--- config.mk ---
export PLATFORM = sky130hd
export DESIGN_NAME = onchip_mem_arbiter
export DESIGN_NICKNAME = d
export VERILOG_FILES = /design/src/rtl/onchip_mem_arbiter.sv
export SDC_FILE = /design/constraint.sdc
export NUM_CORES = 1
export LEC_CHECK = 0
export ABC_AREA = 1
export CORE_MARGIN = 10
export CORE_UTILIZATION = 25
export CTS_CLUSTER_DIAMETER = 40
export DETAILED_ROUTE_END_ITERATION = 16
export GPL_TIMING_DRIVEN = 0
export PLACE_DENSITY_LB_ADDON = 0.05
export SLEW_MARGIN = 25
export SYNTH_ARGS = -nofsm -noshare
export SYNTH_HDL_FRONTEND = slang
export SYNTH_SLANG_ARGS = --single-unit
--- constraint.sdc ---
create_clock -name clk -period 2.4 [get_ports clk]
set_input_delay 0.36 -clock clk [delete_from_list [all_inputs] [get_ports clk]]
set_output_delay 0.36 -clock clk [all_outputs]
set_load 0.02 [all_outputs]
--- src/rtl/onchip_mem_arbiter.sv ---
// Two-requester arbiter for the single-port on-chip RAM: same-cycle grant, direct RAM drive,
// fixed two-cycle read return to the issuer, sticky out-of-range flag.
module onchip_mem_arbiter #(
    parameter int ADDR_W   = 13,
    parameter int DEPTH    = 5120,
    parameter int ARB_MODE = 0
) (
    input  logic              clk,
    input  logic              reset,

    input  logic [ADDR_W-1:0] s0_address,
    input  logic              s0_read,
    input  logic              s0_write,
    input  logic [3:0]        s0_byteenable,
    input  logic [31:0]       s0_writedata,
    output logic              s0_waitrequest,
    output logic [31:0]       s0_readdata,
    output logic              s0_readdatavalid,

    input  logic [ADDR_W-1:0] s1_address,
    input  logic              s1_read,
    input  logic              s1_write,
    input  logic [3:0]        s1_byteenable,
    input  logic [31:0]       s1_writedata,
    output logic              s1_waitrequest,
    output logic [31:0]       s1_readdata,
    output logic              s1_readdatavalid,

    output logic [ADDR_W-1:0] mem_address,
    output logic [3:0]        mem_byteenable,
    output logic              mem_chipselect,
    output logic              mem_write,
    output logic [31:0]       mem_writedata,
    input  logic [31:0]       mem_readdata,

    output logic              oob_error
);

    localparam logic [ADDR_W:0] DEPTH_C = (ADDR_W+1)'(DEPTH);

    logic              req0, req1;
    logic              grant0, grant1, grant_any;
    logic [ADDR_W-1:0] sel_addr;
    logic              sel_wr;
    logic              in_range;
    logic              rd_issue;

    // 1 = s1 was the most recent grantee
    logic              last_grant_q, last_grant_d;

    logic              rd_vld_p1_q, rd_id_p1_q, rd_oob_p1_q;
    logic              s0_rdv_p2_q, s1_rdv_p2_q;
    logic [31:0]       s0_rdata_p2_q, s1_rdata_p2_q;
    logic [31:0]       rdata_p1;
    logic              oob_q, oob_d;

    assign req0 = s0_read | s0_write;
    assign req1 = s1_read | s1_write;

    // Tie-break goes to the requester that was not served last; nothing is granted during reset.
    always_comb begin
        grant0 = 1'b0;
        grant1 = 1'b0;
        if (!reset) begin
            if (req0 && req1) begin
                if ((ARB_MODE == 1) || last_grant_q) begin
                    grant0 = 1'b1;
                end else begin
                    grant1 = 1'b1;
                end
            end else begin
                grant0 = req0;
                grant1 = req1;
            end
        end
    end

    assign grant_any      = grant0 | grant1;
    assign s0_waitrequest = ~grant0;
    assign s1_waitrequest = ~grant1;

    // A simultaneous read and write is handled as a write.
    always_comb begin
        if (grant1) begin
            sel_addr       = s1_address;
            sel_wr         = s1_write;
            mem_byteenable = s1_byteenable;
            mem_writedata  = s1_writedata;
        end else begin
            sel_addr       = s0_address;
            sel_wr         = s0_write;
            mem_byteenable = s0_byteenable;
            mem_writedata  = s0_writedata;
        end
    end

    assign in_range       = ({1'b0, sel_addr} < DEPTH_C);
    assign mem_address    = sel_addr;
    assign mem_chipselect = grant_any & in_range;
    assign mem_write      = grant_any & sel_wr;
    assign rd_issue       = grant_any & ~sel_wr;

    assign last_grant_d = grant_any ? grant1 : last_grant_q;
    assign oob_d        = oob_q | (grant_any & ~in_range);

    // Out-of-range reads return zero instead of whatever the RAM output holds.
    assign rdata_p1 = rd_oob_p1_q ? 32'h0 : mem_readdata;

    always_ff @(posedge clk) begin
        if (reset) begin
            last_grant_q <= 1'b1;
            rd_vld_p1_q  <= 1'b0;
            oob_q        <= 1'b0;
        end else begin
            last_grant_q <= last_grant_d;
            rd_vld_p1_q  <= rd_issue;
            oob_q        <= oob_d;
        end
    end

    // Stage 1: remember who issued the read and whether it was out of range.
    always_ff @(posedge clk) begin
        rd_id_p1_q  <= grant1;
        rd_oob_p1_q <= ~in_range;
    end

    // Stage 2: capture RAM data into the issuer's return register.
    always_ff @(posedge clk) begin
        if (reset) begin
            s0_rdv_p2_q   <= 1'b0;
            s1_rdv_p2_q   <= 1'b0;
            s0_rdata_p2_q <= 32'h0;
            s1_rdata_p2_q <= 32'h0;
        end else begin
            s0_rdv_p2_q <= rd_vld_p1_q & ~rd_id_p1_q;
            s1_rdv_p2_q <= rd_vld_p1_q & rd_id_p1_q;
            if (rd_vld_p1_q && !rd_id_p1_q) begin
                s0_rdata_p2_q <= rdata_p1;
            end
            if (rd_vld_p1_q && rd_id_p1_q) begin
                s1_rdata_p2_q <= rdata_p1;
            end
        end
    end

    assign s0_readdata      = s0_rdata_p2_q;
    assign s0_readdatavalid = s0_rdv_p2_q;
    assign s1_readdata      = s1_rdata_p2_q;
    assign s1_readdatavalid = s1_rdv_p2_q;
    assign oob_error        = oob_q;

endmodule

After elaboration in Yosys (flattened, before gate mapping)
Index checks and enable logic that the tools add are counted.
Word-level totals
  register bits after elaboration: 71
  output and inout bits: 120
  word-level logic and storage cells: 40
Cells by class
  order comparisons: 1
  multiplexer cells: 11
  bitwise operators: 15
  reduce and logical (&&, ||, !) cells: 4
Operators by type and width (number)
  $mux 32: 2
  $lt 13x13->1 const B: 1
  $mux 13: 1
  $mux 1: 7
  $and 1x1->1: 6
  $not 1->1: 5
  $mux 4: 1
  $or 1x1->1: 4
  $logic_and 1x1->1: 3
  $logic_not 1->1: 1

Depth between registers and ports, before layout
Gate-level depths: netlist of run 1.
  depth in word-level cells: 9
  depth in mapped cells: 8
  depth with buffers taken out: 8

Worst setup path before layout of run 1
OpenSTA, ideal clock, no wires.
  kind: input -> output
  from: input reset
  to: output mem_write
  arrival: 1.399 ns
  data required time: 2.040 ns
  path slack: 0.641 ns
  stages on the path: 6
  path through: buf_6 > nor2_1 > o21ai_0 > nand2_1 > inv_1 > a21oi_1
Between the ends
  word-level cells in the longest chain between the ends: 3
  elaborated cells between the ends (all ways): 5
  those cells by class: mux: 3; bitwise: 2
Ends and longest elaborated chain
  start: declaration: RTL line 9  | input logic reset,
  $mux 1: RTL line 64  | if (!reset) begin
  $or 1x1->1 or $mux 1 (tied branches): RTL line 78, 84
  $and 1x1->1 *: RTL line 100  | assign mem_write = grant_any & sel_wr;
  end: declaration: RTL line 32  | output logic mem_write,
Mark *: on every way between the ends. The rest lies on a longest branch, timed or not.

Final worst setup path of run 1
  from: input s1_write
  to: output mem_writedata[20]
Between the ends
  word-level cells in the longest chain between the ends: 5
Ends and longest elaborated chain
  start: declaration: RTL line 22  | input logic s1_write,
  $or 1x1->1 *: RTL line 58  | assign req1 = s1_read | s1_write;
  $logic_and 1x1->1: RTL line 65  | if (req0 && req1) begin
  $mux 1 *: RTL line 65
  $mux 1 *: RTL line 64
  $mux 32 *: RTL line 84  | if (grant1) begin
  end: declaration: RTL line 33  | output logic [31:0] mem_writedata,
Marks and branches as above.

==> results of run 1 <==
## worst max-delay path, stage by stage
cell and delay [ns]:
sky130_fd_sc_hd__clkdlybuf4s50_1 0.43, sky130_fd_sc_hd__nor2_2 0.19, sky130_fd_sc_hd__nor2_4 0.06, sky130_fd_sc_hd__nand2_4 0.11, sky130_fd_sc_hd__clkbuf_4 0.22, sky130_fd_sc_hd__buf_6 0.16
sky130_fd_sc_hd__nand2_1 0.06, sky130_fd_sc_hd__nand2_1 0.06, sky130_fd_sc_hd__clkdlybuf4s15_1 0.32
## cells by family after synthesis
logic type,after synthesis
buffers and inverters,56
AND/OR/NAND/NOR,239
AO/OA/AOI/OAI,112
flip-flops,71
## flip-flops by register name, indices dropped and copies added (netlist names)
name / cells
rd_vld_p1_q: 1
s0_readdata: 32
last_grant_q: 1
rd_id_p1_q: 1
s1_readdatavalid: 1
s0_readdatavalid: 1
s1_readdata: 32
rd_oob_p1_q: 1
oob_error: 1
## per-stage QoR
| stage | setup TNS [ns] | hold WS (ns) | area [sq um] | instances |
|---|---|---|---|---|
| 2_1_floorplan | 0 | 0.465 | 3180 | 478 |
| 3_3_place_gp | -11.62 | 0.444 | 5930 | 904 |
| 3_5_place_dp | -12.49 | 0.449 | 5930 | 904 |
| 4_1_cts | 0 | 0.220 | 6230 | 920 |
| 5_1_grt | 0 | 0.223 | 6160 | 922 |
| 6_report | 0 | 0.233 | 6160 | 922 |
## layer usage
layer  vias to the layer above  global-route usage, %  routed length, microns
met5                         -                      0                       0
met4                         0                   5.26                     164
met3                        10                   9.46                    1900
met2                       162                   31.3                    8080
met1                      1800                   16.4                    5610
li1                       2051                      -                       -
## placed cells by master (no fill, tap or decap)
master                            Yosys  final
sky130_fd_sc_hd__clkbuf_1            14     12
sky130_fd_sc_hd__buf_1                1      1
sky130_fd_sc_hd__clkinv_2             0      2
sky130_fd_sc_hd__clkinvlp_4           0      1
sky130_fd_sc_hd__buf_6                5      5
sky130_fd_sc_hd__nand2_2              1      1
sky130_fd_sc_hd__clkbuf_16            0      9
sky130_fd_sc_hd__bufinv_16            0      3
sky130_fd_sc_hd__buf_2               10      8
sky130_fd_sc_hd__dlygate4sd2_1        0     12
sky130_fd_sc_hd__nand2_1            193    193
sky130_fd_sc_hd__nor2_4               1      1
sky130_fd_sc_hd__o21ai_0             53     53
sky130_fd_sc_hd__dlymetal6s2s_1       0      2
sky130_fd_sc_hd__a21oi_1             56     56
sky130_fd_sc_hd__dfxtp_1             71     71
sky130_fd_sc_hd__o21ai_1              2      2
sky130_fd_sc_hd__inv_2                2      2
sky130_fd_sc_hd__clkbuf_8             0      1
sky130_fd_sc_hd__nor2_2               2      2
sky130_fd_sc_hd__nor2_1              36     36
sky130_fd_sc_hd__clkbuf_4             0      3
sky130_fd_sc_hd__diode_2              0      1
sky130_fd_sc_hd__nand2_4              1      1
sky130_fd_sc_hd__buf_4                0      1
sky130_fd_sc_hd__clkbuf_2             2     31
sky130_fd_sc_hd__o21ai_4              0      1
sky130_fd_sc_hd__clkdlybuf4s50_1      0    202
sky130_fd_sc_hd__inv_1               22     22
sky130_fd_sc_hd__and2_1               1      1
sky130_fd_sc_hd__nand3_1              4      4
sky130_fd_sc_hd__clkdlybuf4s15_1      0     10
## synthesized netlist by cell type (all sizes together)
library cell | n | area [sq um]
nand2 | 195 | 742
dfxtp | 71 | 1420
a21oi | 56 | 280
o21ai | 56 | 284
nor2 | 39 | 159
inv | 24 | 90.1
buf | 16 | 110
clkbuf | 16 | 62.6
nand3 | 4 | 20.0
and2 | 1 | 6.26
## layout make-up
type	instances	share of cell area, %
diodes	1	0.0406
plain buffers	32	2.97
clock buffers	10	3.88
clock inverters	6	1.75
inverters	24	1.46
multi-input cells	351	24.3
flip-flops and latches	71	23.1
well taps	172	3.50
repair buffers	255	39.0
## power by group
part	total (mW)	switching, mW	leakage, nW	internal (mW)
combinational	1.12	0.602	2.02	0.518
clock	1.52	0.486	0.168	1.04
sequential	1.31	0.0432	0.580	1.27
total	3.95	1.13	2.77	2.82
## what timing repair did
action,in CTS,in global routing
resized for setup,60,66
endpoints found under the setup margin,51,45
buffers inserted,0,1
pin swaps,1,1
## how the worst max path moves through the flow
stage,start,endpoint,slack (ns),cells past startpoint
finish,s1_write,mem_writedata[20],0.08,9
global route,s1_write,mem_writedata[20],0.0003,9
CTS,s1_write,mem_writedata[20],0.003,9
detailed placement,s1_write,mem_writedata[0],-0.32,8
global placement,s1_write,mem_writedata[0],-0.31,8
floorplan,reset,mem_write,0.64,6
==> results.md, run 1 <==
- The standard-cell row count is 41.
- The fraction of final layout cells with drive strength greater than 1 is 9.61%.
- The element type at the critical path end is an output pin.
- Synthesis inferred 71 register bits.
- The residual antenna-violating net count after detailed routing is 0.
- The area fraction in and, or, nand and nor cells after synthesis is 29.2%.
- The fraction of synthesized area in multiplexers is 0%.
- The routed via count is 4023.
- The cell count of the worst reg-to-reg path is 6.
- After detailed routing, the number of remaining DRC violations is 0.
- The maximum number of pins on one net before global-route repair is 13.
- The core region area is 12500 sq um.
- The die area is 17600 sq um.
- The area overhead of the layout relative to synthesis is 93.9%.
- Counting instances, the worst hold path has a depth of 2.
- The pin slew with the least headroom to its limit is 0.506 ns.
- The leakage component of the power is 2.77 nW.
- The vertical extent of the die is 133 microns.
- The final weighted congestion in routability-driven placement is 0.767.
- In this run the power density over the cells is 642 nW/um^2.
- Data on the critical path arrives at its endpoint at 1.96 ns.
- The post-synth net total is 614.
- The end point of the most critical hold path is s1_readdata[28].
- The number of sinks on the clock net is 71.
- The number of distinct library cells after synthesis is 20.
- The sequential cell area is 1420 sq um.
- The worst path uses 96.8% of the clock period.
- The number of max-cap violations is 0.
- The number of buffers added on ports is 254.
- The run finished with clean final reports.
- The cell chosen for the clock root is sky130_fd_sc_hd__clkbuf_16.
- Setup repair after global routing left no endpoint under its margin.
- The post-layout worst setup margin is 0.0770 ns.
- Counting I/O delays and the setup requirement, the final critical path takes 2.32 ns.
- A synthesized cell averages 6.64 sq um.
- The number of global-route vias before repair is 4327.
- The largest clock skew in the final design is 0.00326 ns.
- By area, the combinational part of the netlist is dominated by simple AND/OR/NAND/NOR gates.
- STA classifies the critical path startpoint as an input port.
- The post-synthesis share of cell area spent on full adders, half adders and majority gates is 0%.
- The number of hold buffers added after CTS is 0.
- Static timing analysis puts the maximum clock frequency at 430 MHz.
- The max-slew violation total from the final report came to 0.
- The overall power is 3.95 mW.
- Sequential cells were found to cover 44.8% of the synthesized design area.
- The total half-perimeter wirelength after legalization and detailed placement is 13100 microns.
- The first global-routing pass estimated 24200 microns of wire.
- The yosys synthesis warning count is 0.
- The largest buffer count on any clock path is 2.
- OpenSTA, run right after detailed placement, puts the worst setup slack at -0.322 ns.
- In this run the critical register-to-register path is captured at s0_readdata[24].
- At the later pin of the worst-skew pair, clock insertion delay measures 0.33 ns.
- The xor/xnor share of the synthesized area is 0%.
- The detailed router's first-iteration violation count is 136.
- The post-synthesis cell area is 3180 sq um.
- Of all nets on the critical path, the largest fanout is 10.
- The die is 133 microns wide.
- The overall routed net length is 15800 microns.
- Once layout is complete, the utilization of the core stands at 49.2%.
- The worst-case register-to-register setup slack is 1.05 ns.
- The TritonCTS buffer count is 9.
- The starting density of the core is 25.4%.
- The startpoint identified for the worst register-to-register timing path is rd_vld_p1_q.
- The deepest level of the CTS H-tree is 3.
- Clock-pin slew was measured on the worst setup and hold paths at 0.06 ns.
- The number of antenna violations at the first check in global routing came to 1.
- The first detailed-routing pass ran for 6 iterations.
- The final net count is 880.
- Across the VDD grid, the largest voltage drop is 0.000369 V.
- The count of mapped cells out of synthesis is 478.
- The average routed wire per standard cell is 17.1 microns.
- The type of the setup path with the least slack is in2out.
- The total routing usage reported by global routing is 17.3%.
- The total count of hold-check failures in the final report is 0.
- Setup violations remaining at the end of the flow were counted as 0.
- The required time at the endpoint of the critical path is 2.04 ns.
- The area of combinational cells with multiple inputs is 1500 sq um.
- The number of primary I/O pins is 256.
- Summing the areas of all compound-gate instances in the mapped netlist gives 17.8% of the synthesized area.
- The overflow left after global routing is 0.
- In this run the tightest slew margin relative to its limit is 66.3%.
- The via density per instance is 4.36.
- After filler insertion, the fill cell instance count of the layout stands at 1338.
- The source of the worst hold timing path is reset.
- The min-delay analysis places its worst path in the category in2reg.
- TritonCTS built the clock tree.
Note: power is estimated with default switching activity, not from simulation.
==> inputs of run 2 (changes only) <==
Clock period 2.4 ns to 2.8 ns, I/O delays scaled along.
==> run 2 against run 1 <==
Compared with the run above:
- non-clock buffer count fell by 1
- combinational power fell by 12%
- design area rose by 2.8%
- critical path type unchanged
==> results.md, run 2 (synthesis gave the netlist of run 1 again) <==
- The run finished with clean final reports.
- The worst setup path is launched from an input port.
- Of all nets on the critical path, the largest fanout is 10.
- At the worst endpoint, the required time is 2.38 ns.
- Once the floorplan was initialized, standard cells occupied 25.4% of the core.
- The worst pin sits at a relative slew slack of 66.2%.
- The max-slew violation total from the final report is 0.
- CTS placed an instance of sky130_fd_sc_hd__clkbuf_16 at the clock tree root.
- The number of failing setup endpoints in the final timing report is 0.
- The worst setup path is of the in2out kind.
- The filler cells instantiated in the layout total 1307.
- The number of iterations in the first detailed-routing pass is 4.
- The overall routed net length is 15800 microns.
- The final critical-path share of the clock period is 94.9%.
- Measured along the x axis, the die boundary spans 133 microns.
- The routed via count is 4001.
- The sum of met2 wire segment lengths after detailed routing is 8060 microns.
- The highest ir drop seen on vdd is 0.000316 V.
- The worst hold-check slack is 0.296 ns.
- Across all register-to-register paths, the minimum setup slack is 1.45 ns.
- The area overhead of the layout relative to synthesis is 99.3%.
- Once the clock tree was built, the setup fixing pass inserted 0 buffers.
- The largest buffer count on any clock path is 2.
- After detailed routing, the met3 layer carries 1880 microns of wire.
- The tightest min-delay check is of the in2reg type.
- Row generation in the floorplan step produced 41 rows.
- The core region area is 12500 sq um.
- The detailed router's first-iteration violation count is 147.
- The overflow left after global routing is 0.
- The data arrival time at the worst-slack endpoint is 2.24 ns.
- Leaving out fill and tap cells, the most frequent cell in the layout is sky130_fd_sc_hd__clkdlybuf4s50_1.
- Once placement finished, the instance area stood at 5930 sq um.
- Measured along the y axis, the die boundary spans 133 microns.
- Once detailed placement completed, the half-perimeter wirelength came to 13100 microns.
- The H-tree generated during clock tree synthesis spans 3 levels.
- After clock tree synthesis, the flow added hold-fix buffers numbering 0.
- The total routing usage reported by global routing is 17.3%.
- The overall power is 3.42 mW.
- The setup TNS is 0 ns.
- The maximum number of pins on one net before global-route repair is 13.
- The clock tree from TritonCTS is done.
- The average routed wire per standard cell is 17.2 microns.
- For this run, design rule violations remaining after detail routing come to 0.
- The final weighted congestion in routability-driven placement is 0.767.
- The post-cts sizing count is 18.
- The total count of hold-check failures in the final report is 0.
- The design area is 6330 sq um.
- The final net count is 879.
- The routed length on met1 is 5660 microns.
- The minimum clock period after layout is 2.66 ns.
- The TritonCTS buffer count is 9.
- The largest clock skew in the final design is 0.00334 ns.
- The tool flagged a number of max-cap violations equal to 0.
- The fraction of final layout cells with drive strength greater than 1 is 5.61%.
- The top cell types in the final layout, fill and taps aside, are sky130_fd_sc_hd__clkdlybuf4s50_1 (212), sky130_fd_sc_hd__nand2_1 (193), sky130_fd_sc_hd__dfxtp_1 (71).
- Port buffering added 254 buffers.
- The pin slew with the least headroom to its limit is 0.506 ns.
- Based on the critical path, the design can be clocked at up to 376 MHz.
- The number of diodes is 0.
- Power spread over the standard cell area amounts to 540 nW/um^2.
- After clock tree synthesis, the clock-pin slew on the worst setup and hold paths is 0.06 ns.
- The number of sinks on the clock net is 71.
- For this design the static power due to leakage is 2.99 nW.
- Routed signal wires occupy layers up through met4.
- The residual antenna-violating net count after detailed routing is 0.
- The element type at the critical path end is an output pin.
- The utilization of the core after routing is 50.6%.
- The sequential cell area is 1420 sq um.
- Setup repair after global routing left no endpoint under its margin.
- Clock latency on the worst-skew pair, taken at its later pin, is 0.33 ns.
- The number of primary I/O pins is 256.
- After detailed routing, the number of vias per cell comes to 4.35.
- The global-route wire length before repair is 24200 microns.
- The number of global-route vias before repair came to 4321.
- The die area is 17600 sq um.
- The number of antenna violations at the first check in global routing came to 0.
- The area of combinational cells with multiple inputs is 1500 sq um.
[run 2: layout make-up]
cell class / instances / share of cell area, %
Timing Repair Buffer: 254 / 40.8
Multi-Input combinational cell: 351 / 23.7
Sequential cell: 71 / 22.5
Clock buffer: 10 / 3.78
Tap cell: 172 / 3.40
Buffer: 32 / 2.75
Clock inverter: 6 / 1.70
Inverter: 24 / 1.42
[run 2: path summary, 6_finish.rpt]
kind                                   from           endpoint  cells after the start
worst max-delay path               s0_write  mem_byteenable[3]                      8
worst min-delay path                  reset    s1_readdata[28]                      2
worst max register to register  rd_vld_p1_q    s0_readdata[24]                      6
worst min register to register    oob_error          oob_error                      2
[run 2: routing by layer]
| layer | up-vias | global-route usage (%) |
|---|---|---|
| met5 | - | 0 |
| met4 | 0 | 5.20 |
| met3 | 12 | 9.58 |
| met2 | 157 | 31.2 |
| met1 | 1784 | 16.5 |
| li1 | 2048 | - |
[run 2: critical path, stage by stage]
cell and delay (ns):
sky130_fd_sc_hd__clkdlybuf4s50_1 0.48, sky130_fd_sc_hd__o21ai_4 0.23, sky130_fd_sc_hd__nand2_4 0.11, sky130_fd_sc_hd__inv_2 0.09
sky130_fd_sc_hd__buf_6 0.14, sky130_fd_sc_hd__nand2_1 0.05, sky130_fd_sc_hd__nand2_1 0.05, sky130_fd_sc_hd__clkdlybuf4s50_1 0.65
[run 2: per-stage QoR]
stage | setup slack (ns) | instances
after floorplan | 0.921 | 478
after global placement | -0.0323 | 904
after detailed placement | -0.0425 | 904
after CTS | 0.000331 | 920
after global routing | 0.0151 | 920
final | 0.143 | 920
[run 2: power by group]
group | switching (mW) | internal [mW]
Clock | 0.415 | 0.890
Sequential | 0.0372 | 1.08
Combinational | 0.515 | 0.476
Total | 0.968 | 2.45
==> inputs of run 3 (changes only) <==
Settings changed: CORE_ASPECT_RATIO from default to 1.4.
==> run 3 against run 2 <==
Compared with the run above:
- register-to-register slack improved by 0.02 ns
- combinational power fell by 1%
- die area rose by 0.36%
- maximum frequency fell by 0.42%
- worst setup slack got worse by 0.011 ns
- critical path depth did not move
- total power rose by 1.7%
- critical path type unchanged
- critical endpoint unchanged
==> results.md, run 3 (synthesis gave the netlist of run 1 again) <==
- The congestion estimate from routability-driven global placement came to 0.811.
- Data on the critical path is required at its endpoint by 2.38 ns.
- The die area is 17700 sq um.
- The vertical extent of the die is 153 microns.
- For this design the static power due to leakage is 2.91 nW.
- The element type at the critical path end is an output pin.
- Setup repair after global routing left no endpoint under its margin.
- Headroom to the max-slew limit came out at 64.3%.
- The number of iterations in the first detailed-routing pass is 4.
- After legalization and detailed placement, the total HPWL measured 13200 microns.
- The sequential cells in the finished layout cover a total of 1420 sq um.
- The first global-routing pass estimated 23900 microns of wire.
- The data arrival time at the worst-slack endpoint is 2.25 ns.
- The minimum clock period after layout is 2.67 ns.
- The setup path with the least slack is of type in2out.
- Using the TritonRoute via totals, the vias-per-cell ratio works out to 4.51.
- Post-CTS timing repair inserted 0 buffers for setup.
- The total placed cells including tap cells is 882.
- The upper clock frequency limit is 375 MHz.
- The area overhead of the layout relative to synthesis is 97.6%.
- TritonCTS built the clock tree.
- The TritonCTS buffer count is 9.
- The core region area is 12400 sq um.
- The standard-cell row count is 48.
- The worst-case IR drop observed on VDD is 0.000243 V.
- The total routing usage reported by global routing is 17.2%.
- The final layout contains 879 nets.
- CTS saw 71 sinks.
- The later pin in the worst-skew pair is clocked with a latency of 0.33 ns.
- The number of primary I/O pins is 256.
- The post-layout worst setup margin is 0.132 ns.
- The slowest stage of the critical path belongs to the cell sky130_fd_sc_hd__clkdlybuf4s50_1.
- The horizontal die dimension is 115 microns.
- Summing all multi-input logic gate instances after layout gives 1490 sq um.
- The min-delay analysis places its worst path in the category in2reg.
- The routed via count is 4048.
- The number of antenna violations at the first check in global routing was 0.
- The layout filler cell count is 1260.
- The deepest level of the CTS H-tree is 3.
- The post-detailed-route DRC marker count is 0.
- For this run the aggregate overflow at the end of global routing stands at 0.
- In this run the remaining antenna-violating nets after routing total 0.
- The utilization of the core after routing is 50.7%.
- The number of hold buffers added after CTS is 0.
- The number of max-cap violations is 0.
- The library cell used most frequently in the layout, excluding fill and tap cells, is sky130_fd_sc_hd__clkdlybuf4s50_1.
- The number of global-route vias before repair was 4240.
- The total count of hold-check failures in the final report is 0.
- The largest single stage delay on the critical path is 0.64 ns.
- After clock tree synthesis, the clock-pin slew on the worst setup and hold paths is 0.06 ns.
- The worst register-to-register path begins at rd_vld_p1_q.
- The maximum number of pins on one net before global-route repair is 13.
- For the pin with the worst max-slew slack, the measured transition is 0.536 ns.
- The worst setup path is launched from an input port.
- Dividing the detail-routed wire length by the instance count gives 17.6 microns.
- For this block, the initial DRC count from the detailed router was 131.
- The overall routed net length is 15800 microns.
- The top cell types in the final layout, fill and taps aside, are sky130_fd_sc_hd__clkdlybuf4s50_1 (211), sky130_fd_sc_hd__nand2_1 (193), sky130_fd_sc_hd__dfxtp_1 (71).
- In this run the most critical hold path is launched from reset.
- The max-slew violation total from the final report is 0.
- The beginning of the critical path is s0_write.
- Adding up every negative setup slack in the final design gives 0 ns.
- The number of failing setup endpoints in the final timing report is 0.
- The largest buffer count on any clock path is 2.
- Before CTS, the worst setup slack after placement is -0.225 ns.
- The root buffer cell chosen for the clock tree is sky130_fd_sc_hd__clkbuf_16.
- The number of buffers added on ports is 254.
- The starting density of the core is 25.7%.
- The final critical-path share of the clock period is 95.3%.
- Of the cells placed in the final design, the portion with a size suffix greater than 1 is 5.75%.
- The maximum fanout along the worst path is 10.
- The power density over the cells is 554 nW/um^2.
- The run finished with clean final reports.
- Walking the worst path, the cells encountered are clkdlybuf4s50_1, o21ai_2, nand2_4, inv_2, buf_6, nand2_1, nand2_1, clkdlybuf4s50_1.
- The number of antenna diodes in the final layout is 0.
- Clock skew on the completed layout was measured at 0.00577 ns.
- The overall power is 3.48 mW.
- Excluding fillers, the count of instances in the completed layout stands at 898.
run 3: where the power goes:
group          internal, mW  switching (mW)
Clock                 0.946           0.430
Combinational         0.466           0.515
Sequential             1.08          0.0363
Total                  2.50           0.981
run 3: repair_timing:
action	in CTS	in global routing
pin swaps	0	0
setup endpoints to repair	41	13
resized for setup	34	13
run 3: per-stage QoR:
step / hold WS, ns / cell area, sq um
after floorplan: 0.465 / 3180
after global placement: 0.438 / 5910
after detailed placement: 0.452 / 5910
after CTS: 0.284 / 6240
after global routing: 0.290 / 6270
final: 0.293 / 6270
run 3: worst paths after layout:
| kind | to | slack [ns] | depth (start not counted) |
|---|---|---|---|
| setup / recovery | mem_byteenable[3] | 0.13 | 8 |
| hold / removal | s1_readdata[27] | 0.29 | 2 |
| setup reg to reg | s0_readdata[24] | 1.47 | 6 |
| hold reg to reg | oob_error | 0.46 | 2 |
run 3: layer usage:
layer  share of wire [%]  vias to the layer above  global-route usage [%]
met5                   0                        -                       0
met1                  33                     1815                    15.5
met2                  52                      175                    31.4
met3                  13                       13                    9.67
li1                    -                     2045                       -
met4                 1.6                        0                    5.02
run 3: cell type report:
cell class / count / area share, %
timing repair buffer: 254 / 40.4
sequential: 71 / 22.7
buffer: 32 / 2.87
tap: 150 / 2.99
inverter: 24 / 1.44
multi-input combinational: 351 / 23.8
clock buffer: 12 / 4.25
clock inverter: 4 / 1.58
run 3: critical path: cells and delay by family:
kind                   cells  cell delay (ns)
AO/OA/AOI/OAI              1             0.25
buffers and inverters      4             1.34
AND/OR/NAND/NOR            3             0.22
